## config.mk

```make
export PLATFORM = sky130hd
export DESIGN_NAME = vn_page_load_ctrl
export DESIGN_NICKNAME = d
export VERILOG_FILES = /design/src/rtl/vn_page_load_ctrl.sv
export SDC_FILE = /design/constraint.sdc
export NUM_CORES = 1
export LEC_CHECK = 0
export ABC_AREA = 1
export CORE_MARGIN = 2
export CORE_UTILIZATION = 30
export CTS_BUF_LIST = sky130_fd_sc_hd__clkbuf_2 sky130_fd_sc_hd__clkbuf_4 sky130_fd_sc_hd__clkbuf_8
export CTS_CLUSTER_SIZE = 10
export DETAILED_ROUTE_END_ITERATION = 6
export GPL_TIMING_DRIVEN = 0
export HOLD_SLACK_MARGIN = 0.12
export SLEW_MARGIN = 25
export SYNTH_ARGS = -nofsm -noshare
export SYNTH_HDL_FRONTEND = slang
export SYNTH_SLANG_ARGS = --single-unit
```

## constraint.sdc

```tcl
create_clock -name write_clk -period 3.8 [get_ports write_clk]
set_input_delay 0.38 -clock write_clk [delete_from_list [all_inputs] [get_ports write_clk]]
set_output_delay 0.38 -clock write_clk [all_outputs]
set_load 0.01 [all_outputs]
```

## src/rtl/vn_page_load_ctrl.sv

```systemverilog
// Loads one iteration's 64 IB pages from the IB-ROM pair into IB-RAM.
// state | meaning
// IDLE  | waiting for load_start; rejects out-of-range iterations
// FETCH | issuing ROM reads, one page per cycle, pages 0..63
// DRAIN | ROM reads done, waiting for the last RAM write
// DONE  | one-cycle completion pulse, then back to IDLE
module vn_page_load_ctrl #(
  parameter int ROM_RD_BW    = 8,
  parameter int ROM_ADDR_BW  = 11,
  parameter int PAGE_ADDR_BW = 6,
  parameter int ITER_ADDR_BW = 5,
  parameter int ROM_LAT      = 2
) (
  input  logic                    write_clk,
  input  logic                    rst,
  input  logic                    load_start,
  input  logic [ITER_ADDR_BW:0]   load_iter,
  input  logic [ROM_RD_BW-1:0]    rom_dinA,
  input  logic [ROM_RD_BW-1:0]    rom_dinB,
  output logic                    rom_en,
  output logic [ROM_ADDR_BW-1:0]  rom_read_addr,
  output logic                    iter_switch,
  output logic                    ram_we,
  output logic [PAGE_ADDR_BW-1:0] ram_waddr,
  output logic [ROM_RD_BW-1:0]    ram_dinA,
  output logic [ROM_RD_BW-1:0]    ram_dinB,
  output logic                    busy,
  output logic                    load_done,
  output logic                    load_err
);

  typedef enum logic [1:0] {IDLE, FETCH, DRAIN, DONE} state_t;

  localparam logic [ITER_ADDR_BW:0]   ITER_PER_ROM = (ITER_ADDR_BW+1)'(25);
  localparam logic [ITER_ADDR_BW:0]   ITER_MAX     = (ITER_ADDR_BW+1)'(49);
  localparam logic [PAGE_ADDR_BW-1:0] PAGE_LAST    = '1;

  state_t                    state_q, state_d;
  logic [PAGE_ADDR_BW-1:0]   page_q;
  logic [PAGE_ADDR_BW-1:0]   page_inc;
  logic [ITER_ADDR_BW-1:0]   iter_local_q;
  logic [ITER_ADDR_BW-1:0]   iter_local_d;
  logic [ROM_LAT-1:0]        vld_q;
  logic                      accept;
  logic                      reject;
  logic                      last_page;

  assign page_inc  = page_q + 1'b1;
  assign last_page = (page_q == PAGE_LAST);

  // Iterations 25..49 live in the second ROM group at the same local offsets.
  always_comb begin
    iter_local_d = ITER_ADDR_BW'(load_iter);
    if (load_iter >= ITER_PER_ROM)
      iter_local_d = ITER_ADDR_BW'(load_iter - ITER_PER_ROM);
  end

  always_ff @(posedge write_clk or posedge rst) begin
    if (rst) state_q <= IDLE;
    else     state_q <= state_d;
  end

  always_comb begin
    state_d   = state_q;
    accept    = 1'b0;
    reject    = 1'b0;
    busy      = (state_q != IDLE);
    load_done = (state_q == DONE);
    case (state_q)
      IDLE: begin
        if (load_start) begin
          if (load_iter <= ITER_MAX) begin
            accept  = 1'b1;
            state_d = FETCH;
          end else begin
            reject  = 1'b1;
          end
        end
      end
      FETCH:   if (last_page) state_d = DRAIN;
      DRAIN:   if (ram_we && (ram_waddr == PAGE_LAST)) state_d = DONE;
      DONE:    state_d = IDLE;
      default: state_d = IDLE;
    endcase
  end

  always_ff @(posedge write_clk or posedge rst) begin
    if (rst) begin
      page_q        <= '0;
      iter_local_q  <= '0;
      rom_en        <= 1'b0;
      rom_read_addr <= '0;
      iter_switch   <= 1'b0;
      load_err      <= 1'b0;
    end else begin
      load_err <= reject;
      if (accept) begin
        iter_switch   <= (load_iter >= ITER_PER_ROM);
        iter_local_q  <= iter_local_d;
        page_q        <= '0;
        rom_en        <= 1'b1;
        rom_read_addr <= ROM_ADDR_BW'({iter_local_d, {PAGE_ADDR_BW{1'b0}}});
      end else if (state_q == FETCH) begin
        if (last_page) begin
          // Counter wraps to 0 but no read is issued for it.
          rom_en <= 1'b0;
          page_q <= '0;
        end else begin
          page_q        <= page_inc;
          rom_read_addr <= ROM_ADDR_BW'({iter_local_q, page_inc});
        end
      end
    end
  end

  // vld_q[i] marks that the ROM address from i+1 cycles ago was a real read.
  always_ff @(posedge write_clk or posedge rst) begin
    if (rst) begin
      vld_q <= '0;
    end else begin
      vld_q[0] <= rom_en;
      for (int i = 1; i < ROM_LAT; i++) vld_q[i] <= vld_q[i-1];
    end
  end

  always_ff @(posedge write_clk or posedge rst) begin
    if (rst) begin
      ram_we    <= 1'b0;
      ram_waddr <= '0;
      ram_dinA  <= '0;
      ram_dinB  <= '0;
    end else begin
      ram_we <= vld_q[ROM_LAT-1];
      if (vld_q[ROM_LAT-1]) begin
        ram_dinA <= rom_dinA;
        ram_dinB <= rom_dinB;
      end
      if (ram_we) ram_waddr <= ram_waddr + 1'b1;
      if (accept) ram_waddr <= '0;
    end
  end

endmodule

```

Word level (Yosys, flattened, before mapping):

Cells that the tools add are included.
Widths: inputs -> output; s select.

* order comparisons: 2
* reduce and logical (&&, ||, !) cells: 9
* add/sub/neg operators: 3
* muxes and demuxes: 23
* equal/unequal tests: 10

Operators with widths (count)
* $mux 11: 3
* $mux 6: 5
* $add 6x1->6 const B: 2
* $eq 6x6->1 const B: 2
* $ne 2x2->1 const B: 5
* $mux 1: 9
* $mux 2: 4
* $pmux 2 s4: 1
* $reduce_bool 2->1: 4
* $ge 6x5->1 const B: 1
* $le 6x6->1 const B: 1
* $mux 5: 1
* $sub 5x5->5 const B: 1
* $eq 2x2->1 const B: 2
* $reduce_and 2->1: 2
* $reduce_and 4->1: 1
* $eq 2x1->1 const B: 1
* $logic_not 2->1: 1
* $logic_and 1x1->1: 1

* output and inout bits: 39
* input port bits: 25
* register bits after elaboration: 52

Longest topological paths before layout:

Gate-level depths: netlist of run 1.

* word-level depth: 6
* gate-level depth with buffers: 12
* gate-level depth less buffers: 12

Least setup slack after synthesis of run 1:

No wires, ideal clock.

* path type: input port to flip-flop
* start: input port load_iter[0]
* end: register iter_local_q[0]
* setup slack: 2.312 ns
* stages: 8
* data arrival time: 1.369 ns
* path through: inv_1 ha_1 o21ai_2 nand2_4 nand2_8 buf_6 nand2_1 and2_1

* word-level cells in the longest chain between the ends: 4
* elaborated cells between the ends (all ways): 7

RTL lines
* start: declaration: line 17 `input logic [ITER_ADDR_BW:0] load_iter,`
* $le 6x6->1: line 72 `if (load_iter <= ITER_MAX) begin`
* $mux 1: line 72
* $mux 1: line 71 `if (load_start) begin`
* $mux 1: line 69 `case (state_q)`
* end signal: assignment: line 99 `iter_local_q <= iter_local_d;`
* end: declaration: line 41 `logic [ITER_ADDR_BW-1:0] iter_local_q;`

Several ways; a longest one is shown, not always the timed one.
A chain may end at the register's enable or synchronous reset.

Worst setup path after layout of run 1:

* start: register state_q[0]
* end: output port busy

* word-level cells in the longest chain between the ends: 1

RTL lines
* start: declaration: line 38 `state_t state_q, state_d;`
* start signal: assignment: line 60 `else state_q <= state_d;`
* $reduce_bool 2->1: line 67 `busy = (state_q != IDLE);`
* end: declaration: line 27 `output logic busy,`

Every way passes these cells.

==> impl_results.md, run 1 <==
* Fin Hold WS at 0.359 ns
* Hold Startpoint: vld_q[0]
* Met1 Wirelength at 2370 um
* Maximum clock rate at 0.485 GHz
* WL final at 5040 um
* Distinct cells, synth at 30
* IO Port Bufs at 63
* Power Dens Cells at 565 nW/um2
* Worst-Margin Slew at 0.642 ns
* Dpl hpwl at 3770 um
* DRT Pass-1 Iters at 5
* CTS Buf Count at 5
* Initial antenna violation count at 0
* Count leader, synth: nand2_1
* Final period util at 0.542
* Sink of the worst hold path: vld_q[1]
* Post_cts resized at 0
* FFs w/ async S/R, synth at 1.00
* Worst setup EP type: output pin
* Core area at 8180 um2
* DIE AREA at 9140 um2
* Ratio of cells with drive above 1 in the final layout at 0.196
* Hold path depth at 0
* Initial detailed-routing violation count at 74
* Lkg Pwr at 1.58 nW
* Top Ports at 64
* Peak supply drop at 0.306 mV
* DR vias at 1877
* CTS sink count at 52
* Synth top cells by count: 54 x nand2_1, 52 x dfrtp_1, 26 x inv_1, 19 x nand3_1, 16 x mux2_2
* Post-synth EDFFs at 0
* # rows at 33
* Overflow after GRT at 0
* Die Wd at 95.6 um
* Syn nets at 284
* Vias in the first global route at 1920
* FF-to-FF path depth at 10
* RSZ-0062 raised after global routing: no
* Worst-Skew Late Latency at 0.31 ns
* CTS tree: done
* Post-synthesis cell count at 250
* Worst EP arrival at 1.68 ns
* Post-CTS Setup Repair Bufs at 0
* Maximum clock insertion buffer count at 2
* # nets final at 354
* Routed Antenna Nets at 0
* Hold Vio Cnt, Final at 0
* Clock transition at path regs at 0.10 ns
* Starting density of the core at 0.308
* Synthesized flop and latch total at 52
* Netlist Area Pre-Place at 2520 um2
* Minimum clock period at 2.06 ns
* # diodes at 0
* Met3 WL at 393 um
* DR WL/cell at 11.8 um
* Placed cells at 418
* Via density at 4.41
* CP Class: flop to output pin
* Yosys top cell area share at 0.517
* Final number of setup-violating endpoints at 0
* WL met2 at 2220 um
* Area growth from synthesis to layout at 33.9%
* Htree depth at 2
* CTS Root Cell: clkbuf_8
* Register area share after synthesis at 0.517
* CP max FO at 4
* Relative slew slack at 0.572
* Layout Cells excl Fill at 426
* DRC viols at 0
* R2r endpoint: rom_read_addr[3]
* Dominant cells by area after synthesis: dfrtp_1 52%, nand2_1 8.1%, mux2_2 7.2%, ha_1 4.5%, inv_1 3.9%
* GR Util All Layers at 0.117
* Skew final at 0.00641 ns
* Global-route wire length before repair at 8530 um
* Largest net degree at the start of global routing at 53
* Dominant cell type by area after synthesis: dfrtp_1
* Avg Inst Size Synth at 10.1 um2
* Register-to-register setup slack at 2.13 ns
* Number of max-cap violations at 0
* Worst hold-check path type: flop to flop
* Worst setup SP type: flop
* Final setup TNS at 0 ns
* Hold_buf cts at 0
* Ys flop type: dfrtp_1
* Worst Path Required at 3.42 ns
* RR Startpoint: state_q[1]
* Final Slew Violations at 0
* Top Metal Used: met4
* Status: finished, final reports clean
* Yosys warns at 0
* Die height at 95.6 um
* Routability Congestion at 0.829
cell families after synthesis:
group | after synthesis | share of synthesized area
simple gates | 120 | 0.248
flops | 52 | 0.517
buf+inv | 34 | 0.0706
mux | 17 | 0.0755
compound gates | 15 | 0.0338
fa+ha+maj | 9 | 0.0447
xor+xnor | 3 | 0.0104
cells in the final DEF, fill, tap and decap left out, types with 3 or more instances in the layout:
cell,count
nand2_1,54
nor2_1,13
and2_1,3
clkdlybuf4s50_1,63
nand2_2,13
clkbuf_8,5
nor2_2,3
mux2_2,16
ha_1,9
dfrtp_1,52
xor2_1,3
inv_1,25
o21ai_0,5
a21oi_1,4
nand3_1,19
nand3_2,5
worst max-delay path: stages, from the launching register on:
cell,delay [ns]
dfrtp_1,0.41
inv_1,0.10
ha_1,0.24
inv_1,0.10
clkdlybuf4s50_1,0.54
sequential cells by signal (all words and copies together), names as in the netlist:
name           flops
vld_q              2
rom_en             1
ram_waddr          6
rom_read_addr     11
state_q            2
ram_dinB           8
iter_switch        1
iter_local_q       5
ram_dinA           8
ram_we             1
page_q             6
load_err           1
final cells by class:
type	count	area, um2
plain buffers	5	61.3
clock buffers	5	68.8
clock inverters	3	21.3
fillers	805	4800
inverters	29	119
multi-input cells	164	1040
flip-flops and latches	52	1300
well taps	105	131
repair buffers	63	631
stage by stage:
| step | power [mW] | setup WS, ns | area (um2) | util |
|---|---|---|---|---|
| 3_3_place_gp | 1.59 | 1.08 | 3280 | 0.401 |
| 4_1_cts | 1.94 | 1.72 | 3370 | 0.412 |
| 6_report | 1.90 | 1.74 | 3370 | 0.412 |
| 5_1_grt | 2.07 | 1.64 | 3370 | 0.412 |
| 3_5_place_dp | 1.60 | 1.60 | 3280 | 0.401 |
| 2_1_floorplan | 1.28 | 2.16 | 2520 | - |
routing by layer:
layer	vias to the layer above	global-route usage
met3	7	0.0308
met4	0	0.0345
met2	67	0.200
met5	-	0
met1	863	0.146
li1	940	-
report_power, final:
| group | internal (mW) | total, mW | switching, mW |
|---|---|---|---|
| logic | 0.393 | 0.803 | 0.410 |
| clock network | 0.131 | 0.326 | 0.194 |
| registers | 0.685 | 0.776 | 0.0903 |
| total | 1.21 | 1.90 | 0.695 |
worst max-delay path by stage:
| stage | start | to | slack, ns | depth (start not counted) |
|---|---|---|---|---|
| 6_report | state_q[0] | busy | 1.74 | 4 |
| 5_1_grt | state_q[0] | busy | 1.64 | 4 |
| 4_1_cts | state_q[0] | busy | 1.72 | 4 |
| 3_5_place_dp | load_iter[0] | iter_local_q[0] | 1.60 | 9 |
| 3_3_place_gp | rst | rom_read_addr[6] | 1.08 | 2 |
| 2_1_floorplan | rst | iter_local_q[0] | 2.16 | 1 |
Power figures use the tool's default switching activity.
==> run 2: changes to the inputs <==
==> constraint.sdc (replaced) <==
create_clock -name write_clk -period 1.8 [get_ports write_clk]
set_input_delay 0.18 -clock write_clk [delete_from_list [all_inputs] [get_ports write_clk]]
set_output_delay 0.18 -clock write_clk [all_outputs]
set_load 0.01 [all_outputs]
==> run 2 against run 1 <==
  * Clock power increased by 110%
  * Utilization increased by 0.29 points
  * Wire length increased by 0.60%
  * Combinational power increased by 120%
  * Critical path depth increased by 5
  * Critical path type is now input port to flop
==> impl_results.md, run 2 (synthesized netlist as in run 1, its figures left out) <==
* Status: finished, final reports clean
* CTS sink count at 52
* Worst EP arrival at 1.91 ns
* Worst setup SP type: input port
* P_sw at 1.49 mW
* Via density at 4.39
* Maximum clock insertion buffer count at 2
* Die Wd at 95.6 um
* Number of max-cap violations at 0
* Initial antenna violation count at 0
* Max FFs per register at 11
* Relative slew slack at 0.573
* Worst hold-check path type: input port to async pin
* Post-route cell area at 3400 um2
* CTS Buf Count at 5
* Ratio of cells with drive above 1 in the final layout at 0.201
* Worst-Margin Slew at 0.641 ns
* # diodes at 0
* Final Slew Violations at 0
* Starting density of the core at 0.308
* Hold_buf cts at 0
* CTS Root Cell: clkbuf_8
* Placed cell areas at 3280 um2
* Seq pwr share at 0.399
* Peak supply drop at 0.645 mV
* Dpl hpwl at 3770 um
* GR Util All Layers at 0.118
* Core area at 8180 um2
* Routed Antenna Nets at 0
* Lkg Pwr at 1.59 nW
* Final design utilization at 0.415
* Skew final at 0.00970 ns
* Fin Hold WS at 0.319 ns
* # rows at 33
* Power Dens Cells at 1200 nW/um2
* Area growth from synthesis to layout at 34.9%
* Logic gate share of total power at 0.430
* DIE AREA at 9140 um2
* RSZ-0062 raised after global routing: no
* DRC viols at 0
* Maximum clock rate at 0.587 GHz
* DRT Pass-1 Iters at 4
* DR vias at 1879
* # nets final at 356
* Die height at 95.6 um
* Tot Pwr at 4.07 mW
* CP max FO at 10
* Most frequent cells in the layout: 62 x clkdlybuf4s50_1, 54 x nand2_1, 52 x dfrtp_1, 25 x inv_1, 19 x nand3_1
* Most common cell after layout, fill and taps aside: clkdlybuf4s50_1
* Largest net degree at the start of global routing at 53
* Overflow after GRT at 0
* Worst-Skew Late Latency at 0.31 ns
* Htree depth at 2
* Worst setup EP type: flop
* Worst Path Required at 2.00 ns
* Final number of setup-violating endpoints at 0
* Initial detailed-routing violation count at 60
* Routability Congestion at 0.829
* DR WL/cell at 11.8 um
* IO Port Bufs at 63
* Sw Ratio at 0.366
* Clock share of power at 0.171
* CP Class: input port to flop
* Clock transition at path regs at 0.10 ns
* Minimum clock period at 1.70 ns
* CTS tree: done
* WL final at 5070 um
* Internal Power at 2.58 mW
* Vias in the first global route at 1929
* Biggest regs: rom_read_addr x11, ram_dinA x8, ram_dinB x8
* Global-route wire length before repair at 8580 um
* Hold Vio Cnt, Final at 0
* Top Ports at 64
* Final period util at 0.946
* Most flops, register: rom_read_addr
## run 2: cell types whose count changed in the layout (fill, tap and decap cells not counted)
cell / delta
dlygate4sd2_1: +1
buf_4: +2
nor2_2: -2
nor2_4: +2
clkdlybuf4s50_1: -1
## run 2: final cells by class
class / instances / area, um2
Inverter: 29 / 119
Timing Repair Buffer: 65 / 644
Buffer: 5 / 61.3
Clock inverter: 3 / 21.3
Clock buffer: 5 / 68.8
Tap cell: 105 / 131
Sequential cell: 52 / 1300
Fill cell: 803 / 4780
Multi-Input combinational cell: 164 / 1050
## run 2: power groups by stage
stage | combinational [mW] | clock [mW] | sequential, mW
CTS | 1.77 | 0.721 | 1.63
finish | 1.75 | 0.696 | 1.62
global route | 1.98 | 0.763 | 1.67
global placement | 1.70 | 0 | 1.66
detailed placement | 1.72 | 0 | 1.66
floorplan | 0.996 | 0 | 1.72
## run 2: worst max-delay path: stages
cell and delay (ns):
clkdlybuf4s50_1 0.52, inv_1 0.11, ha_1 0.28, o21ai_2 0.23, nand2_4 0.10, nand2_8 0.11
buf_6 0.15, nand2_1 0.07, and2_1 0.15
## run 2: final timing paths
path,startpoint,to,slack [ns],depth (start not counted)
setup / recovery,load_iter[0],iter_local_q[0],0.1,9
hold / removal,rst,ram_dinA[7],0.32,2
setup reg to reg,state_q[1],rom_read_addr[3],0.25,10
hold reg to reg,vld_q[0],vld_q[1],0.36,0
max in group asynchronous,rst,ram_waddr[5],1.06,2
min in group write_clk,vld_q[0],vld_q[1],0.36,0
## run 2: metal layers
layer	global-route usage	up-vias	routed length [um]
met3	0.0308	7	384
li1	-	940	-
met1	0.147	869	2400
met5	0	-	0
met4	0.0345	0	53
met2	0.200	63	2230
## run 2: per-stage QoR
| stage | worst slack (ns) | std cells | TNS, ns |
|---|---|---|---|
| 2_1_floorplan | 0.344 | 250 | 0 |
| 3_3_place_gp | -0.719 | 418 | -40.38 |
| 3_5_place_dp | -0.202 | 418 | -4.14 |
| 4_1_cts | 0.0940 | 428 | 0 |
| 5_1_grt | 0.0113 | 428 | 0 |
| 6_report | 0.0973 | 428 | 0 |
## run 2: what timing repair did
| item | 4_1_cts | 5_1_grt |
|---|---|---|
| resized for setup | 1 | 2 |
| buffers inserted | 2 | 0 |
| pin swaps | 0 | 1 |
| endpoints found under the setup margin | 1 | 2 |
